`src/rtl/rsa_result_collector.sv`:
```
// rsa_result_collector
//   Capture stage behind the RSA core. Every rising edge of o_en captures
//   the accompanying result word into an on-chip FIFO. Words are counted
//   per frame, and sticky flags report frame completion and dropped words.
//   The FIFO drains through a valid/ready port, independently of framing.
//
// Parameters
//   DATA_W     width of result / FIFO words
//   DEPTH      FIFO depth in words (power of two, >= 2)
//   NUM_WORDS  words per frame (1..1023)
//
// Ports
//   clk, rst     single clock, synchronous active-high reset
//   start        one-cycle pulse opening a new frame (FIFO is not flushed)
//   o_en, result core strobe and its data word
//   out_data     FIFO head word (0 while empty)
//   out_valid    FIFO non-empty
//   out_ready    consumer accepts the head word
//   level        FIFO occupancy, 0..DEPTH
//   frame_done   sticky: NUM_WORDS edges counted in this frame
//   overflow     sticky: at least one word dropped in this frame
//   checksum     running XOR of words written this frame
//                (port present only when RSA_COLLECT_CHECKSUM_EN is defined)
module rsa_result_collector #(
  parameter int unsigned DATA_W    = 32,
  parameter int unsigned DEPTH     = 64,
  parameter int unsigned NUM_WORDS = 64
) (
  input  logic                     clk,
  input  logic                     rst,
  input  logic                     start,
  input  logic                     o_en,
  input  logic [DATA_W-1:0]        result,
  output logic [DATA_W-1:0]        out_data,
  output logic                     out_valid,
  input  logic                     out_ready,
  output logic [$clog2(DEPTH):0]   level,
  output logic                     frame_done,
  output logic                     overflow
`ifdef RSA_COLLECT_CHECKSUM_EN
  ,
  output logic [DATA_W-1:0]        checksum
`endif
);

  localparam int unsigned PTR_W = $clog2(DEPTH);
  localparam int unsigned LVL_W = PTR_W + 1;
  localparam int unsigned CNT_W = $clog2(NUM_WORDS + 1);

  localparam logic [LVL_W-1:0] FULL_LVL = LVL_W'(DEPTH);
  localparam logic [LVL_W-1:0] LVL_ONE  = LVL_W'(1);
  localparam logic [PTR_W-1:0] PTR_ONE  = PTR_W'(1);
  localparam logic [CNT_W-1:0] CNT_ONE  = CNT_W'(1);
  localparam logic [CNT_W-1:0] LAST_CNT = CNT_W'(NUM_WORDS);

  typedef enum logic [1:0] {
    IDLE,
    COLLECT,
    DONE
  } state_t;

  state_t            state;
  logic              o_en_d;
  logic [CNT_W-1:0]  word_cnt;
  logic [CNT_W-1:0]  cnt_next;

  logic [DATA_W-1:0] mem [DEPTH];
  logic [PTR_W-1:0]  wr_ptr;
  logic [PTR_W-1:0]  rd_ptr;

  logic              o_en_rise;
  logic              capture;
  logic              push;
  logic              drop;
  logic              pop;

  // A full FIFO still accepts the word when the head leaves in the same
  // cycle; start always takes priority over a coincident edge.
  always_comb begin
    o_en_rise = o_en & ~o_en_d;
    pop       = out_valid & out_ready;
    capture   = o_en_rise & ~start & (state == COLLECT);
    push      = capture & ((level != FULL_LVL) | pop);
    drop      = capture & ~push;
    cnt_next  = word_cnt + CNT_ONE;
  end

  always_comb begin
    out_valid = (level != '0);
    out_data  = out_valid ? mem[rd_ptr] : '0;
  end

  // Storage carries no reset; occupancy alone decides what is valid.
  always_ff @(posedge clk) begin
    if (!rst && push) begin
      mem[wr_ptr] <= result;
    end
  end

  always_ff @(posedge clk) begin
    if (rst) begin
      wr_ptr <= '0;
      rd_ptr <= '0;
      level  <= '0;
    end else begin
      if (push) wr_ptr <= wr_ptr + PTR_ONE;
      if (pop)  rd_ptr <= rd_ptr + PTR_ONE;
      case ({push, pop})
        2'b10:   level <= level + LVL_ONE;
        2'b01:   level <= level - LVL_ONE;
        default: level <= level;
      endcase
    end
  end

  always_ff @(posedge clk) begin
    if (rst) begin
      state      <= IDLE;
      o_en_d     <= 1'b0;
      word_cnt   <= '0;
      frame_done <= 1'b0;
      overflow   <= 1'b0;
`ifdef RSA_COLLECT_CHECKSUM_EN
      checksum   <= '0;
`endif
    end else begin
      o_en_d <= o_en;
      if (start) begin
        state      <= COLLECT;
        word_cnt   <= '0;
        frame_done <= 1'b0;
        overflow   <= 1'b0;
`ifdef RSA_COLLECT_CHECKSUM_EN
        checksum   <= '0;
`endif
      end else if (capture) begin
        // Dropped words still count towards the frame.
        word_cnt <= cnt_next;
        if (drop) overflow <= 1'b1;
`ifdef RSA_COLLECT_CHECKSUM_EN
        if (push) checksum <= checksum ^ result;
`endif
        if (cnt_next == LAST_CNT) begin
          state      <= DONE;
          frame_done <= 1'b1;
        end
      end
    end
  end

endmodule

```
`config.mk`:
```
export PLATFORM = sky130hd
export DESIGN_NAME = rsa_result_collector
export DESIGN_NICKNAME = d
export VERILOG_FILES = /design/src/rtl/rsa_result_collector.sv
export SDC_FILE = /design/constraint.sdc
export NUM_CORES = 2
export LEC_CHECK = 0
export CORE_MARGIN = 2
export CORE_UTILIZATION = 25
export CTS_BUF_LIST = sky130_fd_sc_hd__clkbuf_2 sky130_fd_sc_hd__clkbuf_4 sky130_fd_sc_hd__clkbuf_8
export DETAILED_ROUTE_END_ITERATION = 10
export SYNTH_ARGS = -nofsm -noshare
export SYNTH_HDL_FRONTEND = slang
export SYNTH_SLANG_ARGS = --single-unit
```
`constraint.sdc`:
```
create_clock -name clk -period 13 [get_ports clk]
set_input_delay 2.6 -clock clk [delete_from_list [all_inputs] [get_ports clk]]
set_output_delay 2.6 -clock clk [all_outputs]
set_load 0.05 [all_outputs]
```
==> results.cfg <==
[run_status]
status = finished clean

[worst_setup_path]
crit_path_max_incr_delay_ns = 0.84
crit_buf_inv = 3
critical-path-top-delay-family = buffers and inverters
crit_path_max_fanout = 90
worstSetupStartpointType = flop
cp-end-kind = primary output
critPathArrivalTime_ns = 5.92
cp_slowest_cell = dfxtp_4
crit_chain = buf_12 > buf_4 > mux4_2 > mux2_2 > a311oi_1 > o21ai_1 > clkdlybuf4s50_1
reg2reg_slack_ns = 8.49
critical_path_class = flop to primary output
required_ns = 10.40

[floorplanning]
core-area_um2 = 318000
row_count = 207
initial_utilization_pct = 25.1
ios = 79
die_y_um = 570
dieArea_um2 = 325000
dieWidth_um = 570

[place]
gp_congestion = 0.778
pre_cts_ws_ns = 5.19
dp_hpwl_um = 125000
numPortBuffers = 78
placedCellCount = 7684

[sta]
final.period_utilization_pct = 65.5
slew_viol_final = 0
timing.hold.ws_ns = 0.467
fmax_mhz = 117
hold_violations = 0
rsz0062_at_grt = no
tightestPinTransition_ns = 1.32
fin_ws_ns = 4.48
period_minus_slack_ns = 8.52
fin_setup_tns_ns = 0
slew_headroom_pct = 11.7
skew_ns = 0.115
finalSetupViolCount = 0

[synth]
synth_xor_area_share_pct = 0.219
synth-compound-area-share_pct = 1.77
ys_warn_count = 0
synthTopCellsByArea = edfxtp_1 (77%), mux4_2 (16%), dfxtp_1 (0.90%), mux2i_1 (0.80%), nand2_1 (0.58%)
synth_flop_cell = edfxtp_1
netlist_area_um2 = 80000
seq_area_frac_synth_pct = 77.7
synthCells = 3506
synth.net_count = 3553
yosys.area.top_type = edfxtp_1
synth-simple-area-share_pct = 1.89
muxShareOfSynthArea_pct = 16.9
synth-async-reset-ratio_pct = 0
synth_edf_count = 2048
synthAdderAreaFrac_pct = 0.166
synth.top_cell.area_share_pct = 76.8
synthDistinctLibCells = 55
synth_top_family_by_area = multiplexers
synth.avg_cell_area_um2 = 22.8
synth.ff_latch_count = 2084

[route]
drt-total-wl_um = 230000
routed_via_density = 4.82
wl_per_cell_um = 27.8
vias = 39800
drc = 0
drt_iter0_markers = 5129
drt.antenna.violating_nets = 0
firstDrtPassIters = 5

[global_routing]
met1_usage_pct = 18.2
top_usage_layer = met2
grt_max_degree = 130
grt_pass1_wl_um = 319000
grt_pass1_vias = 40200
use_met2_pct = 22.7
met3_usage_pct = 3.48
grt_use_total_pct = 13.9
overflow = 0
antenna_found_initial = 26

[power]
power_w = 0.0162
ir_drop_uv = 132
p_per_area_nw_per_um2 = 175
leakage_nw = 27.3

[cells_and_area]
area_delta_synth_final_pct = 15.7
seq_area_um2 = 62200
layout.cells.non_filler = 8263
multi_input_area_um2 = 17300
final_nets = 3883
layout_common_cells = edfxtp_1 (2048), mux4_2 (564), clkbuf_8 (334), nand2_1 (121), buf_4 (102)
final_common_cell = edfxtp_1
layout-drive-gt1-share_pct = 31.9
num-fill-cells = 30600

[clocking]
postCtsResizedCells = 0
clkTransAtPathRegs_ns = 0.05
post_cts_buffers = 0
cts_tree = yes
numClockSinks = 2084
clkLatencyLatePin_ns = 0.98
max-clock-path-buffers = 4
numCtsBuffers = 330
cts_htree_levels = 5
cts_hold_buffers = 0
root_buffer = clkbuf_8

[job]
cap_violations = 0

[min_path]
hold_class = flop to flop
## where the power goes
group	internal (W)	switching [W]	leakage, nW
Sequential	0.00740	0.0000529	18.7
Clock	0.00292	0.00255	3.33
Combinational	0.00141	0.00188	5.26
Total	0.0117	0.00448	27.3
## sequential cells by signal, indices dropped and copies added (netlist names), named ones only
register and count:
level 7, mem 2048, o_en_d 1, overflow 1, rd_ptr 6, state 2, word_cnt 7, wr_ptr 6
## logic make-up after synthesis
| group | after synthesis |
|---|---|
| AOI/OAI and AO/OA | 210 |
| and+or+nand+nor | 341 |
| xor gates and xnor gates | 20 |
| DFF | 2084 |
| buffers and inverters | 197 |
| muxes | 644 |
| adders and majority gates | 10 |
## metal layers
layer	part of all wire, %	wire length, µm
met1	39	90000
met2	48	111000
met3	9.8	22400
met4	2.6	6060
met5	0.039	89
## path summary, 6_finish.rpt
kind                          from               endpoint  cells past startpoint
min          state[1]$_SDFFE_PP0P_  state[1]$_SDFFE_PP0P_                      2
min reg2reg  state[1]$_SDFFE_PP0P_  state[1]$_SDFFE_PP0P_                      2
max                           flop            out_data[6]                      7
max reg2reg      o_en_d$_SDFF_PP0_  mem[23][17]$_DFFE_PP_                      7
## synthesized netlist by cell type, types with 23 or more instances
cell type	instances
buf_4	34
mux2i_1	64
a211oi_1	45
mux4_2	564
edfxtp_1	2048
a22oi_1	26
buf_2	56
a21oi_1	26
a31oi_1	23
o22ai_1	31
nor2b_1	35
nand2_1	123
nor2_1	121
dfxtp_1	36
clkbuf_1	61
## area by class of cell
type | instances | share of cell area [%]
inverter | 10 | 0.0419
sequential | 2084 | 67.2
clock buffer | 432 | 5.76
tap | 4180 | 5.65
clock inverter | 140 | 1.08
timing repair buffer | 185 | 1.61
antenna | 7 | 0.0189
multi-input combinational | 1225 | 18.6
## tightest hold or removal path: cells and delay by family (launching register included)
kind / cells / cell delay (ns)
AO/OA/AOI/OAI: 1 / 0.05
flip-flops: 1 / 0.32
buffers and inverters: 1 / 0.05
## stage by stage
| stage | area (µm²) | util, % |
|---|---|---|
| 3_5_place_dp | 86200 | 27.1 |
| 2_1_floorplan | 80000 | - |
| 5_1_grt | 92600 | 29.1 |
| 3_3_place_gp | 86200 | 27.1 |
| 6_report | 92600 | 29.1 |
| 4_1_cts | 92600 | 29.1 |
Note: power is estimated with default switching activity, not from simulation.
